<file path="src/rtl/ser_rx_pkg.sv">
// Shared types and constants for the serial word receiver.
// SER_RX_PARITY_EN appends an even-parity bit to every frame.
package ser_rx_pkg;

  typedef enum logic {IDLE, SHIFT} state_e;

  localparam int unsigned DefDataW = 8;
  localparam int unsigned DefDepth = 4;

`ifdef SER_RX_PARITY_EN
  localparam int unsigned ParBits = 1;
`else
  localparam int unsigned ParBits = 0;
`endif

  localparam int unsigned FrameLen = DefDataW + ParBits;

  function automatic int unsigned frame_len(input int unsigned data_w);
    return data_w + ParBits;
  endfunction

endpackage

</file>
<file path="src/rtl/ser_rx_fifo_mem.sv">
// Word FIFO: storage, pointers, occupancy and push/pop arbitration.
module ser_rx_fifo_mem
  import ser_rx_pkg::*;
#(
  parameter int unsigned DATA_W = DefDataW,
  parameter int unsigned DEPTH  = DefDepth,
  parameter int unsigned PTR_W  = $clog2(DEPTH)
) (
  input  logic              clk,
  input  logic              rst,
  input  logic              push,
  input  logic [DATA_W-1:0] push_data,
  input  logic              pop,
  output logic              full,
  output logic              empty,
  output logic [DATA_W-1:0] head,
  output logic [PTR_W:0]    level
);

  logic [DATA_W-1:0] mem_q [DEPTH];
  logic [PTR_W-1:0]  wr_ptr_q, rd_ptr_q;
  logic [PTR_W:0]    level_q;
  logic              pop_ok, push_ok;

  assign full    = (level_q == (PTR_W+1)'(DEPTH));
  assign empty   = (level_q == '0);
  assign pop_ok  = pop & ~empty;
  // A full FIFO still takes a word when the head leaves at the same edge.
  assign push_ok = push & (~full | pop_ok);
  assign head    = empty ? '0 : mem_q[rd_ptr_q];
  assign level   = level_q;

  always_ff @(posedge clk) begin
    if (push_ok) begin
      mem_q[wr_ptr_q] <= push_data;
    end
  end

  always_ff @(posedge clk) begin
    if (rst) begin
      wr_ptr_q <= '0;
      rd_ptr_q <= '0;
      level_q  <= '0;
    end else begin
      if (push_ok) wr_ptr_q <= wr_ptr_q + 1'b1;
      if (pop_ok)  rd_ptr_q <= rd_ptr_q + 1'b1;
      unique case ({push_ok, pop_ok})
        2'b10:   level_q <= level_q + 1'b1;
        2'b01:   level_q <= level_q - 1'b1;
        default: level_q <= level_q;
      endcase
    end
  end

endmodule

</file>
<file path="src/rtl/ser_word_rx.sv">
// Serial-to-word receiver: MSB-first deserialiser feeding a word FIFO.
// Define SER_RX_PARITY_EN to check an even-parity bit after each word.
module ser_word_rx
  import ser_rx_pkg::*;
#(
  parameter int unsigned DATA_W = DefDataW,
  parameter int unsigned DEPTH  = DefDepth,
  parameter int unsigned PTR_W  = $clog2(DEPTH)
) (
  input  logic              clk,
  input  logic              rst,
  input  logic              ser_in,
  input  logic              ser_valid,
  input  logic              ser_start,
  output logic [DATA_W-1:0] rd_data,
  output logic              rd_valid,
  input  logic              rd_ready,
  input  logic              err_clr,
  output logic              overflow,
  output logic              frame_err,
  output logic              par_err,
  output logic [PTR_W:0]    level
);

  localparam int unsigned FrameW = frame_len(DATA_W);
  localparam int unsigned CntW   = $clog2(FrameW + 1);
  localparam logic [CntW-1:0] LastCnt = CntW'(FrameW - 1);

  state_e            state_q;
  logic [CntW-1:0]   bit_cnt_q;
  logic [DATA_W-1:0] shreg_q;
  logic              overflow_q, frame_err_q;

  logic              last_bit, par_ok, push, full, empty, pop_fire;
  logic              ovf_evt, frame_evt;
  logic [DATA_W-1:0] push_data;

  assign last_bit  = ser_valid & ~ser_start & (state_q == SHIFT) & (bit_cnt_q == LastCnt);
  assign frame_evt = ser_valid & ser_start & (state_q == SHIFT);

`ifdef SER_RX_PARITY_EN
  logic par_err_q;
  // Data bits are already in shreg; the final bit only carries parity.
  assign push_data = shreg_q;
  assign par_ok    = ~(^shreg_q ^ ser_in);
  assign par_err   = par_err_q;

  always_ff @(posedge clk) begin
    if (rst) begin
      par_err_q <= 1'b0;
    end else begin
      par_err_q <= (last_bit & ~par_ok) | (par_err_q & ~err_clr);
    end
  end
`else
  assign push_data = {shreg_q[DATA_W-2:0], ser_in};
  assign par_ok    = 1'b1;
  assign par_err   = 1'b0;
`endif

  assign push     = last_bit & par_ok;
  assign pop_fire = rd_ready & ~empty;
  assign ovf_evt  = push & full & ~pop_fire;

  always_ff @(posedge clk) begin
    if (rst) begin
      state_q     <= IDLE;
      bit_cnt_q   <= '0;
      shreg_q     <= '0;
      overflow_q  <= 1'b0;
      frame_err_q <= 1'b0;
    end else begin
      overflow_q  <= ovf_evt | (overflow_q & ~err_clr);
      frame_err_q <= frame_evt | (frame_err_q & ~err_clr);
      if (ser_valid) begin
        if (ser_start) begin
          // A start bit always opens a fresh frame, abandoning any partial one.
          shreg_q   <= {{(DATA_W-1){1'b0}}, ser_in};
          bit_cnt_q <= CntW'(1);
          state_q   <= SHIFT;
        end else if (state_q == SHIFT) begin
          if (bit_cnt_q == LastCnt) begin
            bit_cnt_q <= '0;
            state_q   <= IDLE;
          end else begin
            shreg_q   <= {shreg_q[DATA_W-2:0], ser_in};
            bit_cnt_q <= bit_cnt_q + 1'b1;
          end
        end
      end
    end
  end

  ser_rx_fifo_mem #(
    .DATA_W (DATA_W),
    .DEPTH  (DEPTH),
    .PTR_W  (PTR_W)
  ) u_fifo (
    .clk       (clk),
    .rst       (rst),
    .push      (push),
    .push_data (push_data),
    .pop       (rd_ready),
    .full      (full),
    .empty     (empty),
    .head      (rd_data),
    .level     (level)
  );

  assign rd_valid  = ~empty;
  assign overflow  = overflow_q;
  assign frame_err = frame_err_q;

endmodule

</file>
<file path="config.mk">
export PLATFORM = sky130hd
export DESIGN_NAME = ser_word_rx
export DESIGN_NICKNAME = d
export VERILOG_FILES = /design/src/rtl/ser_rx_pkg.sv /design/src/rtl/ser_rx_fifo_mem.sv /design/src/rtl/ser_word_rx.sv
export SDC_FILE = /design/constraint.sdc
export NUM_CORES = 1
export LEC_CHECK = 0
export CORE_ASPECT_RATIO = 0.6
export CORE_UTILIZATION = 50
export CTS_CLUSTER_SIZE = 16
export DETAILED_ROUTE_END_ITERATION = 8
export PLACE_DENSITY = 0.72
export RECOVER_POWER = 50
export REMOVE_ABC_BUFFERS = 1
export SYNTH_ARGS = -nofsm -noshare
export SYNTH_HDL_FRONTEND = slang
export SYNTH_SLANG_ARGS = --single-unit
</file>
<file path="constraint.sdc">
create_clock -name clk -period 2.3 [get_ports clk]
set_clock_uncertainty 0.2 [all_clocks]
set_input_delay 0.575 -clock clk [delete_from_list [all_inputs] [get_ports clk]]
set_output_delay 0.575 -clock clk [all_outputs]
set_load 0.02 [all_outputs]
</file>
Yosys cells after proc, flatten, opt, wreduce, memory -nomap -nowiden
Memory sizes are Yosys's and may differ from the RTL's. A register that Yosys moved wholly into a read port is not among the register bits.
Cells that the tools add are included.
{"block": "totals", "reg_bits": 21, "ramBits": 32, "inputBits": 7, "word_cells": 58, "n_memories": 1}
{"block": "op_classes", "n_addsub": 5, "eq_ne": 5, "n_mux": 15, "n_bitwise": 19, "n_reduce_logical": 5}
{"name": "u_fifo.mem_q", "depth": 4, "word_bits": 8, "rd": 1, "rd_clocked_by_memory_dff": 1, "wr": 1, "line_no": "ser_rx_fifo_mem.sv:20", "source": "logic [DATA_W-1:0] mem_q [DEPTH];"}
{"operator": "2-to-1 mux 7 bit", "n": 3}
{"operator": "2-to-1 mux 4 bit", "n": 3}
{"operator": "AND 1 bit", "n": 11}
{"operator": "2-to-1 mux 8 bit", "n": 1}
{"operator": "case mux 3 bit (2 select lines)", "n": 1}
{"operator": "2-to-1 mux 1 bit", "n": 5}
{"operator": "inverter 1 bit", "n": 5}
{"operator": "adder 2 x 1 -> 2 bit, second input constant", "n": 2}
{"operator": "adder 4 x 1 -> 4 bit, second input constant", "n": 1}
{"operator": "equality test 4 x 3 -> 1 bit, second input constant", "n": 1}
{"operator": "2-to-1 mux 2 bit", "n": 2}
{"operator": "nonzero test 2 bit", "n": 2}
{"operator": "adder 3 x 1 -> 3 bit, second input constant", "n": 1}
{"operator": "equality test 3 bit, second input constant", "n": 1}
{"operator": "logical NOT 3 bit", "n": 1}
{"operator": "bitwise OR 1 bit", "n": 3}
{"operator": "AND reduction 3 bit", "n": 1}
{"operator": "subtractor 3 x 1 -> 3 bit, second input constant", "n": 1}
{"operator": "equality test 2 x 1 -> 1 bit, second input constant", "n": 1}
{"operator": "equality test 2 bit, second input constant", "n": 1}
{"operator": "inequality test 2 bit, second input constant", "n": 1}
{"operator": "AND reduction 2 bit", "n": 1}

Depth between registers and ports, before layout
Gate-level depths: netlist of run 1.
{"block": "logic_depth", "word_depth": 7, "mapped_depth": 10, "ltp_nobuf": 10}

Cells and area by module
Synthesis of run 1 repeated with hierarchy kept, for this count alone.
{"block": "hier_totals", "cells_unflattened": 193, "hier_area_um2": 2481.1}
{"module": "ser_rx_fifo_mem", "n_inst": 1, "cells_per_inst": 118, "area_per_inst_um2": 1821.7}
{"module": "ser_word_rx", "n_inst": 1, "cells_per_inst": 75, "area_per_inst_um2": 659.4}

Least setup slack after synthesis of run 1
Ideal clock, no wire load.
{"block": "synth_timing", "kind": "input-to-reg", "from": "input port ser_start", "to": "register u_fifo.level_q[2], in the netlist u_fifo.level[2]", "setup_time_ns": 0.070, "arrival_time_ns": 2.275, "path_slack_ns": -0.245, "cell_stages": 10, "path_buffers": 1, "cell_sequence": "buf_2 and3b_1 nor3b_4 inv_1 ha_1 inv_1 fa_1 xor2_1 or3_1 a21oi_1"}
{"block": "synth_between", "elab_chain_cells": 7, "word_cells_on_any_way": 9, "cone_classes": "2 x eq/ne; 1 x mux; 5 x bitwise; 1 x reduce/logical"}
{"item": "from (decl)", "line_no": "ser_word_rx.sv:14", "source": "input logic ser_start,"}
{"item": "inverter 1 bit (*)", "line_no": "ser_word_rx.sv:38", "source": "assign last_bit = ser_valid & ~ser_start & (state_q == SHIFT) & (bit_cnt_q == LastCnt);"}
{"item": "AND 1 bit (*) (3 in series)", "line_no": "ser_word_rx.sv:38"}
{"item": "AND 1 bit (*)", "line_no": "ser_rx_fifo_mem.sv:29", "source": "assign push_ok = push & (~full | pop_ok);"}
{"item": "equality test 2 x 1 -> 1 bit / equality test 2 bit (equally long branches)", "line_no": "ser_rx_fifo_mem.sv:47", "source": "unique case ({push_ok, pop_ok})"}
{"item": "case mux 3 bit (2 select lines) / nonzero test 2 bit (equally long branches)"}
{"item": "to (signal assigned)", "line_no": "ser_rx_fifo_mem.sv:48", "source": "2'b10: level_q <= level_q + 1'b1;"}
{"item": "to (signal assigned)", "line_no": "ser_rx_fifo_mem.sv:49", "source": "2'b01: level_q <= level_q - 1'b1;"}
{"item": "to (signal assigned)", "line_no": "ser_rx_fifo_mem.sv:50", "source": "default: level_q <= level_q;"}
{"item": "to (decl)", "line_no": "ser_rx_fifo_mem.sv:22", "source": "logic [PTR_W:0] level_q;"}
Mark *: on every way between the ends. The rest lies on a longest branch, timed or not.
A chain may end at the register's enable or synchronous reset.

Worst setup path in the final report of run 1
{"block": "layout_timing", "from": "register u_fifo.level_q[1], in the netlist u_fifo.level[1]", "to": "register u_fifo.level_q[2], in the netlist u_fifo.level[2]"}
{"block": "layout_between", "elab_chain_cells": 7, "word_cells_on_any_way": 13, "cone_classes": "2 x add/sub; 3 x eq/ne; 1 x mux; 5 x bitwise; 2 x reduce/logical"}
{"item": "logical NOT 3 bit", "line_no": "ser_rx_fifo_mem.sv:26", "source": "assign empty = (level_q == '0);"}
{"item": "inverter 1 bit", "line_no": "ser_rx_fifo_mem.sv:27", "source": "assign pop_ok = pop & ~empty;"}
{"item": "AND 1 bit", "line_no": "ser_rx_fifo_mem.sv:27"}
{"item": "bitwise OR 1 bit", "line_no": "ser_rx_fifo_mem.sv:29"}
{"item": "AND 1 bit", "line_no": "ser_rx_fifo_mem.sv:29"}
{"item": "equality test 2 x 1 -> 1 bit / equality test 2 bit (equally long branches)", "line_no": "ser_rx_fifo_mem.sv:47"}
{"item": "case mux 3 bit (2 select lines) / nonzero test 2 bit (equally long branches)"}
Several ways; a longest one is shown, not always the timed one.

==> results of run 1 <==
## per-stage QoR
stage               TNS (ns)  worst slack, ns  total power [mW]
CTS                   -0.674           -0.100              1.64
finish                -0.338          -0.0514              1.63
floorplan             -0.337           -0.196              1.08
global placement       -5.80           -0.593              1.11
detailed placement     -7.92           -0.740              1.12
global route          -0.928           -0.168              1.68
## per-layer routing
layer / wire, um / track usage [%]
met1: 2190 / 25.4
met2: 2240 / 33.7
met3: 208 / 6.15
met4: 14 / 4.03
met5: 0 / 0
## what timing repair did
| item | CTS | global route |
|---|---|---|
| setup endpoints to repair | 11 | 11 |
| buffers inserted | 3 | 3 |
| gates resized for setup | 59 | 21 |
| pin swaps | 7 | 6 |
## synthesized netlist by cell type, drive strengths merged (4+ instances only)
master   n  area, um2
a21oi   14       70.1
clkbuf   4       15.0
ha       6       75.1
buf      5       27.5
nand3   10       50.1
edfxtp  32        961
o21ai   10       53.8
nand2b   5       31.3
mux4     8        180
dfxtp   23        460
nor2b    9       56.3
nor2    11       41.3
xor2     4       35.0
and2     4       25.0
inv      9       33.8
## sequential cells by signal (all words and copies together), names as in the netlist, named ones only
name             count
state_q              1
shreg_q              7
bit_cnt_q            4
u_fifo.wr_ptr_q      2
u_fifo.level         3
overflow             1
u_fifo.rd_ptr_q      2
u_fifo.mem_q        32
frame_err            1
## worst max path at each step
stage / start / endpoint / cells past startpoint / slack (ns)
floorplan: ser_start / u_fifo.level[2]$_SDFFE_PP0P_ / 9 / -0.20
global placement: rd_ready / u_fifo.level[2]$_SDFFE_PP0P_ / 11 / -0.59
detailed placement: rd_ready / u_fifo.level[2]$_SDFFE_PP0P_ / 11 / -0.74
CTS: rd_ready / u_fifo.level[2]$_SDFFE_PP0P_ / 11 / -0.10
global route: u_fifo.level[1]$_SDFFE_PP0P_ / u_fifo.level[2]$_SDFFE_PP0P_ / 10 / -0.17
finish: u_fifo.level[1]$_SDFFE_PP0P_ / u_fifo.level[2]$_SDFFE_PP0P_ / 10 / -0.05
## cell type report
cell class / count / area [um2] / share of cell area (%)
multi-input combinational: 106 / 932 / 30.3
inverter: 9 / 33.8 / 1.10
tap: 60 / 75.1 / 2.44
clock inverter: 2 / 16.3 / 0.528
timing repair buffer: 51 / 520 / 16.9
sequential: 55 / 1430 / 46.4
clock buffer: 6 / 72.6 / 2.36
## cell families (layout without fill, tap and decap cells)
logic type,count (synthesis),count (layout),synth area share [%]
buffers and inverters,18,68,3.25
other,1,1,0.160
AND/OR/NAND/NOR,54,54,14.7
XOR/XNOR,4,4,1.49
AO/OA/AOI/OAI,30,30,7.25
flip-flops,55,55,60.6
adder cells (fa/ha/maj),7,7,4.05
multiplexers,10,10,8.58
## power by group
group | total, mW | switching (mW) | internal [mW]
clock network | 0.539 | 0.320 | 0.219
registers | 1.04 | 0.00407 | 1.03
logic | 0.0534 | 0.0290 | 0.0245
## worst max-delay path, delay by kind of cell (launching register included)
family,cells,cell delay (ns)
compound gates,1,0.13
xor+xnor,1,0.17
fa+ha+maj,2,0.53
buf+inv,3,0.25
flops,1,0.38
simple gates,3,0.63
==> summary.txt, run 1 <==
Routing
  • Antenna Nets Post-Route: 0
  • Routed length per instance: 16.1 um
  • DRT Pass-1 Iters: 4
  • Total Wirelength: 4660 um
  • Vias per cell: 5.35
  • Vias: 1547
  • Starting DRT DRC Count: 125
  • DRC violations left: 0

Timing
  • Unrepaired setup endpoints after global routing: yes
  • Slew headroom: 52.0%
  • Finish-stage setup viols: 9
  • Max-slew violation count: 0
  • Slew @ Worst Pin: 0.716 ns
  • Tcrit/Tclk final: 102%
  • Hold slack: 0.288 ns
  • Final min period: 2.35 ns
  • PnR worst setup slack: -0.0514 ns
  • FMAX: 425 MHz
  • Hold Vio Cnt, Final: 0

Place
  • GPL Wtd Cong: 0.812
  • Port-buffer cells: 20
  • Placed cell count: 275
  • Post-DP Area: 2840 um2
  • DP HPWL: 3230 um

Clock network
  • Hold_buf cts: 0
  • Sink Count: 55
  • Clock Path Buffers: 2
  • CTS tree: yes
  • Clock Latency Late Sink: 0.31 ns
  • H-tree levels: 2
  • Cts bufs inserted: 5
  • Clock slew at reported path FFs: 0.10 ns
  • Root buffer cell: clkbuf_8

Critical path
  • Worst r2r src: u_fifo.level[1]$_SDFFE_PP0P_
  • Critical Path Max Stage Delay: 0.38 ns
  • Worst r2r path cells: 10
  • Crit path max-delay cell type: dfxtp_4
  • Worst R2R End: u_fifo.level[2]$_SDFFE_PP0P_
  • Worst Path Required: 2.35 ns
  • Startpoint Class: flip-flop
  • Critical path fanouts, max: 5
  • Worst path cell trace: nor4b_4 > buf_4 > nor3b_4 > inv_1 > ha_2 > inv_2 > fa_2 > xor2_2 > or3_4 > a21oi_2
  • Crit. End Element: flip-flop
  • Arr. time, crit path: 2.41 ns
  • Register-to-register setup slack: -0.05 ns
  • Critical path type: flip-flop to flip-flop

Logic synthesis
  • Cells after Synth: 179
  • Post-synth EDFFs: 32
  • Synth Cell Area: 2350 um2
  • Post-synthesis average cell area: 13.1 um2
  • Synth warn: 0
  • Synth cell types: 39
  • Ys flop type: edfxtp_1
  • Synth async-reset ratio: 0%
  • Yosys reg bits: 55
  • Seq/Total Area, Yosys: 60.6%

Die
  • Starting Density: 54.6%
  • Die width: 90.5 um
  • IO Pins: 22
  • Site Rows: 18
  • Overall die height: 55.1 um
  • Floorplan Core Area: 4300 um2
  • DIE AREA: 4980 um2

Power and ir drop
  • Power Dens Cells: 530 nW/um2
  • Maximum vdd drop: 0.276 mV
  • Static leakage: 1.11 nW

Finish
  • Finished Layout Cells: 289
  • Most frequent cells in the layout: edfxtp_1 (32), buf_4 (22), dfxtp_1 (20)
  • Design area: 3080 um2
  • Layout fillers: 283
  • Share of layout cells above drive strength 1: 32.8%
  • Most common cell after layout, fill and taps aside: edfxtp_1
  • Layout net count: 242
  • Final Util: 71.6%
  • Area grow syn2layout: 31.1%
  • N_diodes: 0

Global routing
  • GR Overflow Total: 0
  • GRT Total Usage: 19.6%
  • Largest net degree at the start of global routing: 18
  • First-pass GRT wire length: 7100 um
  • Number of global-route vias before repair: 1441
  • Initial antenna violation count: 0

Status
  • Failing checks: negative setup slack
  • Status: finished, violations left

Flow run
  • Max Cap Viol: 0

Min path
  • WHS Path Cells: 2
  • Hold path startpoint: frame_err$_SDFF_PP0_
  • Hold Crit Class: flip-flop to flip-flop
  • Hold EP: frame_err$_SDFF_PP0_
No activity file was read; power rests on OpenSTA's default activity.
==> run 2, diff against run 1 <==
- CORE_MARGIN: unset -> 4
==> run 2 against run 1 <==
The flow still finishes with violations (negative setup slack). Global-route usage decreased by 0.34 points. Worst setup slack better by 0.0093 ns. Routed wire length is 10% higher. Clock power decreased by 2%. Non-clock buffer count increased by 1. Sequential cell count stayed put. Combinational power up 0.9%. Hold slack lost 0.0033 ns. Via count grew 4.3%. Total power fell by 0.64%.
==> summary.txt, run 2 (synthesis gave the netlist of run 1 again) <==
Routing
  • Total Wirelength: 5130 um
  • Vias: 1613
  • DRT Pass-1 Iters: 5
  • DRC violations left: 0
  • Vias per cell: 5.56
  • Starting DRT DRC Count: 143
  • Routed length per instance: 17.7 um
  • Antenna Nets Post-Route: 0

Critical path
  • Arr. time, crit path: 1.57 ns
  • Worst r2r src: u_fifo.level[1]$_SDFFE_PP0P_
  • Worst Path Required: 1.52 ns
  • Crit. End Element: output port
  • Register-to-register setup slack: 0.03 ns
  • Worst R2R End: u_fifo.level[2]$_SDFFE_PP0P_
  • Critical path fanouts, max: 8
  • Startpoint Class: flip-flop
  • Critical path type: flip-flop to output port
  • Worst r2r path cells: 10

Finish
  • N_diodes: 0
  • Layout net count: 243
  • Max FFs per register: 32
  • Finished Layout Cells: 290
  • Share of layout cells above drive strength 1: 30.4%
  • Top Registers: u_fifo.mem_q: 32 flops, shreg_q: 7 flops, bit_cnt_q: 4 flops
  • Design area: 3040 um2
  • Area grow syn2layout: 29.3%
  • Most common cell after layout, fill and taps aside: edfxtp_1
  • Most frequent cells in the layout: edfxtp_1 (32), buf_4 (24), dfxtp_1 (20)
  • Layout fillers: 293
  • Reg with most FFs: u_fifo.mem_q
  • Final Util: 70.6%

Timing
  • Hold Vio Cnt, Final: 0
  • Hold slack: 0.285 ns
  • Tcrit/Tclk final: 102%
  • Final min period: 2.34 ns
  • Unrepaired setup endpoints after global routing: yes
  • Slew @ Worst Pin: 0.766 ns
  • Sum Neg Setup Slack: -0.269 ns
  • Finish-stage setup viols: 8
  • Slew headroom: 48.6%
  • Max-slew violation count: 0
  • PnR worst setup slack: -0.0421 ns
  • FMAX: 427 MHz

Global routing
  • GR Layer Usage met3: 3.66%
  • GR peak layer: met2
  • M2 GR Usage: 33.8%
  • Number of global-route vias before repair: 1625
  • GR Overflow Total: 0
  • GRT Total Usage: 19.3%
  • Largest net degree at the start of global routing: 18
  • GR Util met1: 25.4%
  • Initial antenna violation count: 0
  • First-pass GRT wire length: 8300 um

Die
  • Starting Density: 54.6%
  • Overall die height: 61.1 um
  • IO Pins: 22
  • Die width: 96.5 um
  • Floorplan Core Area: 4300 um2
  • DIE AREA: 5890 um2
  • Site Rows: 18

Min path
  • WHS Path Cells: 2
  • Hold Crit Class: flip-flop to flip-flop
  • Hold EP: overflow$_SDFF_PP0_
  • Hold path startpoint: overflow$_SDFF_PP0_

Clock network
  • Clock Latency Late Sink: 0.31 ns
  • Root buffer cell: clkbuf_8
  • Clock slew at reported path FFs: 0.10 ns
  • Clock Path Buffers: 2
  • CTS tree: yes
  • Sink Count: 55
  • Cts bufs inserted: 5
  • H-tree levels: 2
  • Hold_buf cts: 0

Place
  • Port-buffer cells: 20
  • Post-DP Area: 2840 um2
  • DP HPWL: 3380 um
  • Placed cell count: 274
  • GPL Wtd Cong: 0.795
  • Setup WS pre-CTS: -0.725 ns

Power and ir drop
  • Power Dens Cells: 534 nW/um2
  • Design Power: 1.62 mW
  • Static leakage: 1.12 nW
  • Maximum vdd drop: 0.298 mV

Status
  • Failing checks: negative setup slack
  • Status: finished, violations left

Flow run
  • Max Cap Viol: 0
==> run 2: cell types whose count changed in the layout (fill, tap and decap cells not counted), sizes merged <==
cell / change
dlygate4sd2: +2
clkbuf: +1
dlymetal6s2s: +1
clkdlybuf4s15: -2
clkdlybuf4s50: -1
==> run 2: area by class of cell <==
| type | count | area (um2) | area share [%] |
|---|---|---|---|
| multi-input cells | 106 | 911 | 30.0 |
| clock inverters | 2 | 16.3 | 0.536 |
| inverters | 9 | 33.8 | 1.11 |
| clock buffers | 6 | 72.6 | 2.39 |
| well taps | 60 | 75.1 | 2.47 |
| flip-flops and latches | 55 | 1430 | 46.9 |
| repair buffers | 52 | 502 | 16.5 |
==> run 2: worst max path at each step <==
stage | from | to | slack, ns | depth (start not counted)
final | flip-flop | rd_data[4] | -0.04 | 4
after global routing | flip-flop | rd_data[4] | -0.09 | 4
after CTS | flip-flop | rd_data[5] | -0.08 | 4
after detailed placement | rd_ready | u_fifo.level[2]$_SDFFE_PP0P_ | -0.72 | 11
after global placement | rd_ready | u_fifo.level[2]$_SDFFE_PP0P_ | -0.65 | 11
after floorplan | ser_start | u_fifo.level[2]$_SDFFE_PP0P_ | -0.20 | 9
==> run 2: report_power, final <==
group	switching (mW)	internal, mW	total (mW)	leakage, nW
logic	0.0303	0.0235	0.0539	0.607
clock network	0.308	0.219	0.527	0.0418
registers	0.00414	1.04	1.04	0.469
total	0.342	1.28	1.62	1.12
==> run 2: timing repair <==
item / 4_1_cts / 5_1_grt
pin swaps: 7 / 2
setup buffers: 5 / 3
setup endpoints to repair: 11 / 12
gates cloned: 0 / 0
gates resized for setup: 50 / 20
==> run 2: routing by layer <==
metal	vias to the layer above	wire length, um
li1	754	-
met2	56	2670
met1	796	2120
met5	-	0
met4	0	62
met3	7	276
==> run 2: critical path: stages, from the launching register on <==
cell	delay (ns)
dfxtp_2	0.35
buf_12	0.14
mux4_2	0.51
nor2b_4	0.14
buf_6	0.12
